--- config.mk ---
export PLATFORM = sky130hd
export DESIGN_NAME = alu_arbiter
export DESIGN_NICKNAME = d
export VERILOG_FILES = /design/src/rtl/alu_arb_pkg.sv /design/src/rtl/alu.sv /design/src/rtl/alu_grant_picker.sv /design/src/rtl/alu_arbiter.sv
export SDC_FILE = /design/constraint.sdc
export NUM_CORES = 1
export LEC_CHECK = 0
export CAP_MARGIN = 20
export CORE_MARGIN = 2
export CORE_UTILIZATION = 30
export DETAILED_ROUTE_END_ITERATION = 7
export PLACE_DENSITY = 0.57
export SYNTH_ARGS = -nofsm -noshare
export SYNTH_HDL_FRONTEND = slang
export SYNTH_SLANG_ARGS = --single-unit
--- constraint.sdc ---
create_clock -name clk -period 7.6 [get_ports clk]
set_input_delay 1.52 -clock clk [delete_from_list [all_inputs] [get_ports clk]]
set_output_delay 1.52 -clock clk [all_outputs]
set_load 0.05 [all_outputs]
--- src/rtl/alu_arb_pkg.sv ---
// alu_arb_pkg: opcodes, default sizes and request type shared by alu_arbiter
package alu_arb_pkg;
  localparam int DEFAULT_NUM_REQ = 2;
  localparam int DEFAULT_DATA_WIDTH = 32;
  localparam int DEFAULT_OPCODE_LENGTH = 4;
  localparam logic [3:0] ALU_AND = 4'b0000;
  localparam logic [3:0] ALU_OR  = 4'b0001;
  localparam logic [3:0] ALU_ADD = 4'b0010;
  localparam logic [3:0] ALU_XOR = 4'b0101;
  localparam logic [3:0] ALU_SUB = 4'b0110;
  localparam logic [3:0] ALU_SLT = 4'b1100;
  localparam logic [3:0] ALU_EQ  = 4'b1000;
  typedef struct packed {
    logic [DEFAULT_DATA_WIDTH-1:0] a;
    logic [DEFAULT_DATA_WIDTH-1:0] b;
    logic [DEFAULT_OPCODE_LENGTH-1:0] op;
  } alu_req_t;
endpackage

--- src/rtl/alu.sv ---
// alu: combinational ALU; undefined opcodes yield zero, SLT is unsigned
module alu import alu_arb_pkg::*; #(
  parameter int DATA_WIDTH = DEFAULT_DATA_WIDTH,
  parameter int OPCODE_LENGTH = DEFAULT_OPCODE_LENGTH
)(
  input  logic [DATA_WIDTH-1:0]    SrcA,
  input  logic [DATA_WIDTH-1:0]    SrcB,
  input  logic [OPCODE_LENGTH-1:0] Operation,
  output logic [DATA_WIDTH-1:0]    ALUResult
);
  always_comb
    case (Operation)
      OPCODE_LENGTH'(ALU_AND): ALUResult = SrcA & SrcB;
      OPCODE_LENGTH'(ALU_OR):  ALUResult = SrcA | SrcB;
      OPCODE_LENGTH'(ALU_ADD): ALUResult = SrcA + SrcB;
      OPCODE_LENGTH'(ALU_XOR): ALUResult = SrcA ^ SrcB;
      OPCODE_LENGTH'(ALU_SUB): ALUResult = SrcA - SrcB;
      OPCODE_LENGTH'(ALU_SLT): ALUResult = DATA_WIDTH'(SrcA < SrcB);
      OPCODE_LENGTH'(ALU_EQ):  ALUResult = DATA_WIDTH'(SrcA == SrcB);
      default:                 ALUResult = '0;
    endcase
endmodule

--- src/rtl/alu_grant_picker.sv ---
// alu_grant_picker: one-hot grant among valid requesters while the slot is free
// ALU_ARB_RR_EN: search starts at rr_ptr (round-robin); otherwise lowest index wins
module alu_grant_picker #(
  parameter int NUM_REQ = 2,
  parameter int ID_WIDTH = $clog2(NUM_REQ)
)(
  input  logic [NUM_REQ-1:0]  req_valid,
  input  logic [ID_WIDTH-1:0] rr_ptr,
  input  logic                slot_free,
  output logic [NUM_REQ-1:0]  grant,
  output logic [ID_WIDTH-1:0] gnt_idx
);
  logic [ID_WIDTH-1:0] j;
  logic found;
`ifndef ALU_ARB_RR_EN
  logic unused_rr_ptr;
  assign unused_rr_ptr = ^rr_ptr;
`endif
  always_comb begin
    grant = '0;
    gnt_idx = '0;
    found = 1'b0;
    j = '0;
    for (int k = 0; k < NUM_REQ; k++) begin
`ifdef ALU_ARB_RR_EN
      j = ID_WIDTH'((int'(rr_ptr) + k) % NUM_REQ);
`else
      j = ID_WIDTH'(k);
`endif
      if (!found && slot_free && req_valid[j]) begin
        grant[j] = 1'b1;
        gnt_idx = j;
        found = 1'b1;
      end
    end
  end
endmodule

--- src/rtl/alu_arbiter.sv ---
// alu_arbiter: shares one alu among NUM_REQ requesters with a one-entry tagged result register
// ALU_ARB_RR_EN selects round-robin grant; default build is fixed lowest-index priority
module alu_arbiter import alu_arb_pkg::*; #(
  parameter int DATA_WIDTH = DEFAULT_DATA_WIDTH,
  parameter int OPCODE_LENGTH = DEFAULT_OPCODE_LENGTH,
  parameter int NUM_REQ = DEFAULT_NUM_REQ,
  parameter int ID_WIDTH = $clog2(NUM_REQ)
)(
  input  logic                                  clk,
  input  logic                                  rst_n,
  input  logic [NUM_REQ-1:0]                    req_valid,
  output logic [NUM_REQ-1:0]                    req_ready,
  input  logic [NUM_REQ-1:0][DATA_WIDTH-1:0]    req_a,
  input  logic [NUM_REQ-1:0][DATA_WIDTH-1:0]    req_b,
  input  logic [NUM_REQ-1:0][OPCODE_LENGTH-1:0] req_op,
  output logic                                  rsp_valid,
  input  logic                                  rsp_ready,
  output logic [DATA_WIDTH-1:0]                 rsp_result,
  output logic [ID_WIDTH-1:0]                   rsp_id
);
  logic slot_free, accept;
  logic [NUM_REQ-1:0] grant;
  logic [ID_WIDTH-1:0] gnt_idx, rr_ptr;
  logic [DATA_WIDTH-1:0] alu_result;
  assign slot_free = !rsp_valid || rsp_ready;
  assign req_ready = rst_n ? grant : '0;
  assign accept = |req_ready;
  alu_grant_picker #(.NUM_REQ(NUM_REQ), .ID_WIDTH(ID_WIDTH)) u_picker (
    .req_valid(req_valid),
    .rr_ptr(rr_ptr),
    .slot_free(slot_free),
    .grant(grant),
    .gnt_idx(gnt_idx)
  );
  alu #(.DATA_WIDTH(DATA_WIDTH), .OPCODE_LENGTH(OPCODE_LENGTH)) u_alu (
    .SrcA(req_a[gnt_idx]),
    .SrcB(req_b[gnt_idx]),
    .Operation(req_op[gnt_idx]),
    .ALUResult(alu_result)
  );
  // accept takes precedence over drain so a simultaneous drain+accept reloads
  always_ff @(posedge clk or negedge rst_n)
    if (!rst_n) begin
      rsp_valid <= 1'b0;
      rsp_result <= '0;
      rsp_id <= '0;
    end else if (accept) begin
      rsp_valid <= 1'b1;
      rsp_result <= alu_result;
      rsp_id <= gnt_idx;
    end else if (rsp_ready) begin
      rsp_valid <= 1'b0;
    end
`ifdef ALU_ARB_RR_EN
  always_ff @(posedge clk or negedge rst_n)
    if (!rst_n) rr_ptr <= '0;
    else if (accept) rr_ptr <= (gnt_idx == ID_WIDTH'(NUM_REQ - 1)) ? '0 : gnt_idx + ID_WIDTH'(1);
`else
  assign rr_ptr = '0;
`endif
endmodule

# Word level (Yosys, flattened, before mapping)
# Cells that the tools add are included.
dict set report op_classes {
  magnitude_cmp 2
  n_addsub 2
  eq_ne 7
  reduce_logical 9
  bitwise_logic 3
  n_mux 12
}
# operator count
set op_table {}
lappend op_table {{$pmux 32 s7} 1}
lappend op_table {{$mux 32} 4}
lappend op_table {{$add 32x32->32} 1}
lappend op_table {{$and 32x32->32} 1}
lappend op_table {{$eq 32x32->1} 1}
lappend op_table {{$lt 32x32->1} 1}
lappend op_table {{$or 32x32->32} 1}
lappend op_table {{$sub 32x32->32} 1}
lappend op_table {{$xor 32x32->32} 1}
lappend op_table {{$eq 4x3->1 const B} 2}
lappend op_table {{$eq 4x4->1 const B} 2}
lappend op_table {{$mux 4} 2}
lappend op_table {{$eq 4x1->1 const B} 1}
lappend op_table {{$eq 4x2->1 const B} 1}
lappend op_table {{$logic_not 4->1} 1}
lappend op_table {{$mux 1} 4}
lappend op_table {{$logic_and 1x1->1} 3}
lappend op_table {{$logic_not 1->1} 2}
lappend op_table {{$lt 1x2->1 const B} 1}
lappend op_table {{$mux 2} 1}
lappend op_table {{$reduce_bool 2->1} 1}
lappend op_table {{$reduce_or 2->1} 1}
lappend op_table {{$logic_or 1x1->1} 1}
dict set report word_totals {
  inputBits 141
  wordCells 38
  out_inout_bits 36
  reg_bits 34
}

# Depth between registers and ports, before layout
dict set report logic_depth {
  depth_word 12
  ltp_mapped 20
  mapped_depth_nobuf 16
}

# Modules after synthesis
# Synthesis repeated with hierarchy kept, for this count alone.
dict set report hier_totals {
  hier_cells 963
  area_unflattened_um2 7659.8
}
# mod seq_area_each_um2 cells_each area_per_inst_um2 instances
set modules_own_cells {}
lappend modules_own_cells {alu 0.0 808 5479.0 1}
lappend modules_own_cells {alu_arbiter 850.8 152 2157.1 1}
lappend modules_own_cells {alu_grant_picker 0.0 3 23.8 1}

# Least setup slack after synthesis
# No wires, ideal clock.
dict set report synth_path {
  path_kind {in2reg}
  from {input rsp_ready}
  to {register rsp_result[19]}
  path_buffers 5
  cell_stages 19
  arrival_ns 5.356
  setup_ns 0.137
  t_required_ns 7.463
  setup_slack_ns 2.108
  cell_sequence {nand2b_1 > buf_4 > nand2_2 > buf_2 > buf_1 > buf_2 > mux2i_1 > inv_1 > ha_1 > buf_6 > a21oi_2 > o21ai_0 > a311oi_1 > a21boi_1 > or3_1 > a211o_1 > a32oi_1 > a2bb2oi_1 > a21oi_1}
}
dict set report synth_via {
  elab_chain_cells 11
  elab_cells_between_ends 28
  cone_classes {add/sub (2); eq/ne (6); mux (10); bitwise (3); reduce/logical (7)}
}
# item line_no
set synth_lines {}
lappend synth_lines {{from (decl)} alu_arbiter.sv:17} ;# input logic rsp_ready,
lappend synth_lines {{$logic_or 1x1->1 *} alu_arbiter.sv:25} ;# assign slot_free = !rsp_valid || rsp_ready;
lappend synth_lines {{$logic_and 1x1->1} alu_grant_picker.sv:30} ;# if (!found && slot_free && req_valid[j]) begin
lappend synth_lines {{$mux 1} alu_grant_picker.sv:30}
lappend synth_lines {{$logic_not 1->1} alu_grant_picker.sv:30}
lappend synth_lines {{$logic_and 1x1->1 (2 in series)} alu_grant_picker.sv:30}
lappend synth_lines {{$mux 1} alu_grant_picker.sv:30}
lappend synth_lines {{$mux 32 (implied by the code), or another cell as far along (2 in series)} alu_arbiter.sv:36} ;# .SrcA(req_a[gnt_idx]),
lappend synth_lines {{$sub 32x32->32, or another cell as far along} alu.sv:17} ;# OPCODE_LENGTH'(ALU_SUB): ALUResult = SrcA - SrcB;
lappend synth_lines {{$pmux 32 s7} alu.sv:12} ;# case (Operation)
lappend synth_lines {{to (signal assigned)} alu_arbiter.sv:49} ;# rsp_result <= alu_result;
lappend synth_lines {{to (decl)} alu_arbiter.sv:18} ;# output logic [DATA_WIDTH-1:0] rsp_result,
# Every way passes the cells marked *; elsewhere a longest branch is shown, timed or not. The select of a mux whose other input is x is not followed.
# A chain may end at the register's enable or synchronous reset.

# Final worst setup path
dict set report layout_path {
  from {input rsp_ready}
  to {register rsp_result[28]}
}
# The elaborated chain is that of the path after synthesis.

==> qor.yml <==
synth_edf_count: 0
clock_sinks: 34
async_flop_share_pct: 100
drt_first_pass_iters: 5
yosysUniqueCellTypes: 95
ys_seq_area_share_pct: 11.1
final_area_um2: 9760
switching_power_uw: 697
rsz0062_at_grt: "false"
clkLatencyLatePin_ns: 0.31
antenna_found_initial: 0
drive_above_1_share_pct: 5.69
routed_wl_mm: 29.6
path_clk_slew_ns: 0.07
cts-root-buf: "clkbuf_16"
diodes: 0
yosys_warnings: 0
synth-compound-area-share_pct: 32.9
cp_max_fo: 45
report.final.slew_viol_count: 0
hold_start: "rsp_result[9]$_DFFE_PN0P_"
p_comb_share_pct: 67.9
synth_adder_area_share_pct: 15.9
rr_startpoint: "rsp_valid$_DFFE_PN0P_"
end_kind: "flip-flop"
min_to: "rsp_result[9]$_DFFE_PN0P_"
synth_top_family_by_area: "compound AO/OA/AOI/OAI gates"
wl_per_cell_um: 18.7
muxShareOfSynthArea_pct: 2.92
place_hpwl_mm: 22.5
path_cells: "clkdlybuf4s50_1 > nand2b_1 > nand2_4 > buf_4 > nand2_1 > nand2_1 > ha_1 > nor2_1 > or4_1 > a31oi_1 > o31ai_1 > a31oi_1 > o21ai_0 > a32oi_1 > o211ai_1"
critPathLaunchType: "primary input"
grt_pass1_wl_mm: 46.8
power_mw: 1.37
crit_type: "in -> reg"
fin_cells: 1578
first_iter_violations: 727
leakagePower_nw: 4.35
period_needed_ns: 6.14
skew_ns: 0.0159
hold_depth: 2
syn_area_um2: 7630
gp_congestion: 0.953
io_buffer_count: 176
post-route-drc-count: 0
grt_usage_pct: 22.1
grt_pass1_vias: 8408
internal-power_uw: 677
die-area_um2: 26700
die_h_um: 164
finalSetupViolations: 0
power_density_nw_per_um2: 141
setup_slack_ns: 1.46
postCtsHoldBufs: 0
io_pins: 177
crit_path_max_incr_delay_ns: 0.72
rows: 58
min_path_type: "reg -> reg"
cp_num_buf_inv: 2
n_fill_cell: 2687
finalHoldViolCount: 0
hold_slack_ns: 0.480
dp_cells: 1571
via_per_inst: 5.56
p_clk_share_pct: 15.9
reg2reg_slack_ns: 2.80
crit_arrival_ns: 6.29
place_area_um2: 9620
fin_util_pct: 38.9
syn_nets: 1359
syn_avg_cell_area_um2: 6.80
synthXorXnorAreaFrac_pct: 0.689
clockBufferDepth: 2
area_delta_synth_final_pct: 27.8
cts_tree: "done"
htree_levels: 2
start_util_pct: 30.4
cts_made_buffers: 5
max_cap_violations: 0
dieWidth_um: 164
ys.flop_type: "dfrtp_1"
cp_top_family: "simple AND/OR/NAND/NOR gates"
ant_nets: 0
max_freq_mhz: 163
switching_share_pct: 50.8
fin_crit_sh_pct: 80.7
fin_tns_setup_ns: 0
synth-seq-cells: 34
cpMaxStageDelayCell: "ha_1"
core_area_um2: 25100
synth-simple-area-share_pct: 27.6
vdd_drop_max_uv: 81.1
nNetsFinal: 1485
syn_inst: 1122
overflow: 0
post_cts_buffers: 0
grt_max_degree: 46
seqPwrFrac_pct: 16.1
cp_data_required_time_ns: 7.75
slew_headroom_pct: 31.2
worst_pin_slew_ns: 1.03
preCtsSetupSlack_ns: 1.22
r2r.worst_path.cells: 14
ctsResizeCount: 0
reg2reg_to: "rsp_result[28]$_DFFE_PN0P_"
outcome: "finished clean"
vias: 8771
cells in the mapped netlist, types with 4 or more instances:
cell type	n	area, µm²
a32oi_1	4	35.0
a21o_1	19	143
or3_1	7	43.8
ha_1	94	1180
a22oi_1	8	60.1
o221ai_1	7	61.3
nor2b_1	15	93.8
dfrtp_1	34	851
nor3_1	29	145
nor2_1	76	285
nand2_1	236	886
o211ai_1	19	143
nor3b_1	6	45.0
o21bai_1	18	135
mux2i_1	20	200
nor4_1	13	81.3
o31ai_1	9	67.6
clkbuf_1	42	158
xnor2_1	5	43.8
inv_1	91	342
a221oi_1	14	123
o2111ai_1	7	61.3
buf_4	4	30.0
nand4_1	6	37.5
nand2b_1	11	68.8
nand3_1	19	95.1
a21oi_1	75	375
a211oi_1	20	150
buf_2	17	85.1
and2_1	6	37.5
a221o_1	5	50.1
or2_2	5	31.3
a31oi_1	12	75.1
and3_1	10	62.6
o21a_1	7	52.6
o21ai_0	57	285
o22ai_1	5	31.3
worst min-delay path: cells and delay by family, from the launching register on:
family	cells	cell delay, ns
compound gates	1	0.06
simple gates	1	0.04
flops	1	0.34
worst max-delay path by stage:
stage / from / endpoint / depth (start not counted)
after floorplan: rsp_ready / rsp_result[19]$_DFFE_PN0P_ / 19
after global placement: rsp_ready / rsp_result[28]$_DFFE_PN0P_ / 15
after detailed placement: rsp_ready / rsp_result[28]$_DFFE_PN0P_ / 16
after CTS: rsp_ready / rsp_result[28]$_DFFE_PN0P_ / 16
after global routing: rsp_ready / rsp_result[28]$_DFFE_PN0P_ / 15
final: rsp_ready / rsp_result[28]$_DFFE_PN0P_ / 15
power by group through the flow:
stage / combinational, mW / clock, mW / sequential, mW
after detailed placement: 0.920 / 0 / 0.225
after global placement: 0.917 / 0 / 0.225
after global routing: 1.02 / 0.228 / 0.225
after floorplan: 0.541 / 0 / 0.307
after CTS: 0.926 / 0.223 / 0.222
final: 0.933 / 0.219 / 0.222
registers in the layout (all words and copies together), names as in the netlist:
| signal | cells |
|---|---|
| rsp_id | 1 |
| rsp_valid | 1 |
| rsp_result | 32 |
final cells by class:
cell class	count	area (µm²)	area share (%)
Multi-Input combinational cell	926	6150	63.1
Timing Repair Buffer	190	1860	19.1
Sequential cell	34	851	8.72
Tap cell	330	413	4.23
Inverter	91	342	3.50
Clock buffer	5	125	1.28
Clock inverter	2	10.0	0.103
routing by layer:
metal	GRT usage, %	share of wire [%]	up-vias
met3	4.09	7.8	54
met1	31.3	47	4116
met2	34.3	43	362
met4	5.66	2.2	0
li1	-	-	4239
met5	0	0	-
layout by cell type (no fill, tap or decap), types with 18 or more instances in the layout:
cell type / instances
nor2_1: 75
mux2i_1: 20
nand3_1: 19
inv_1: 91
o211ai_1: 19
clkdlybuf4s50_1: 175
o21bai_1: 18
ha_1: 94
o21ai_0: 56
nand2_1: 236
nor3_1: 29
a21o_1: 19
a21oi_1: 75
a211oi_1: 20
dfrtp_1: 34
logic make-up (layout without fill, tap and decap cells):
logic type                 after synthesis  count (layout)
muxes                                   22              22
buffers and inverters                  162             288
xor gates and xnor gates                 6               6
DFF                                     34              34
and+or+nand+nor                        457             457
AOI/OAI and AO/OA                      345             345
adders and majority gates               96              96
Note: power is estimated with default switching activity, not from simulation.
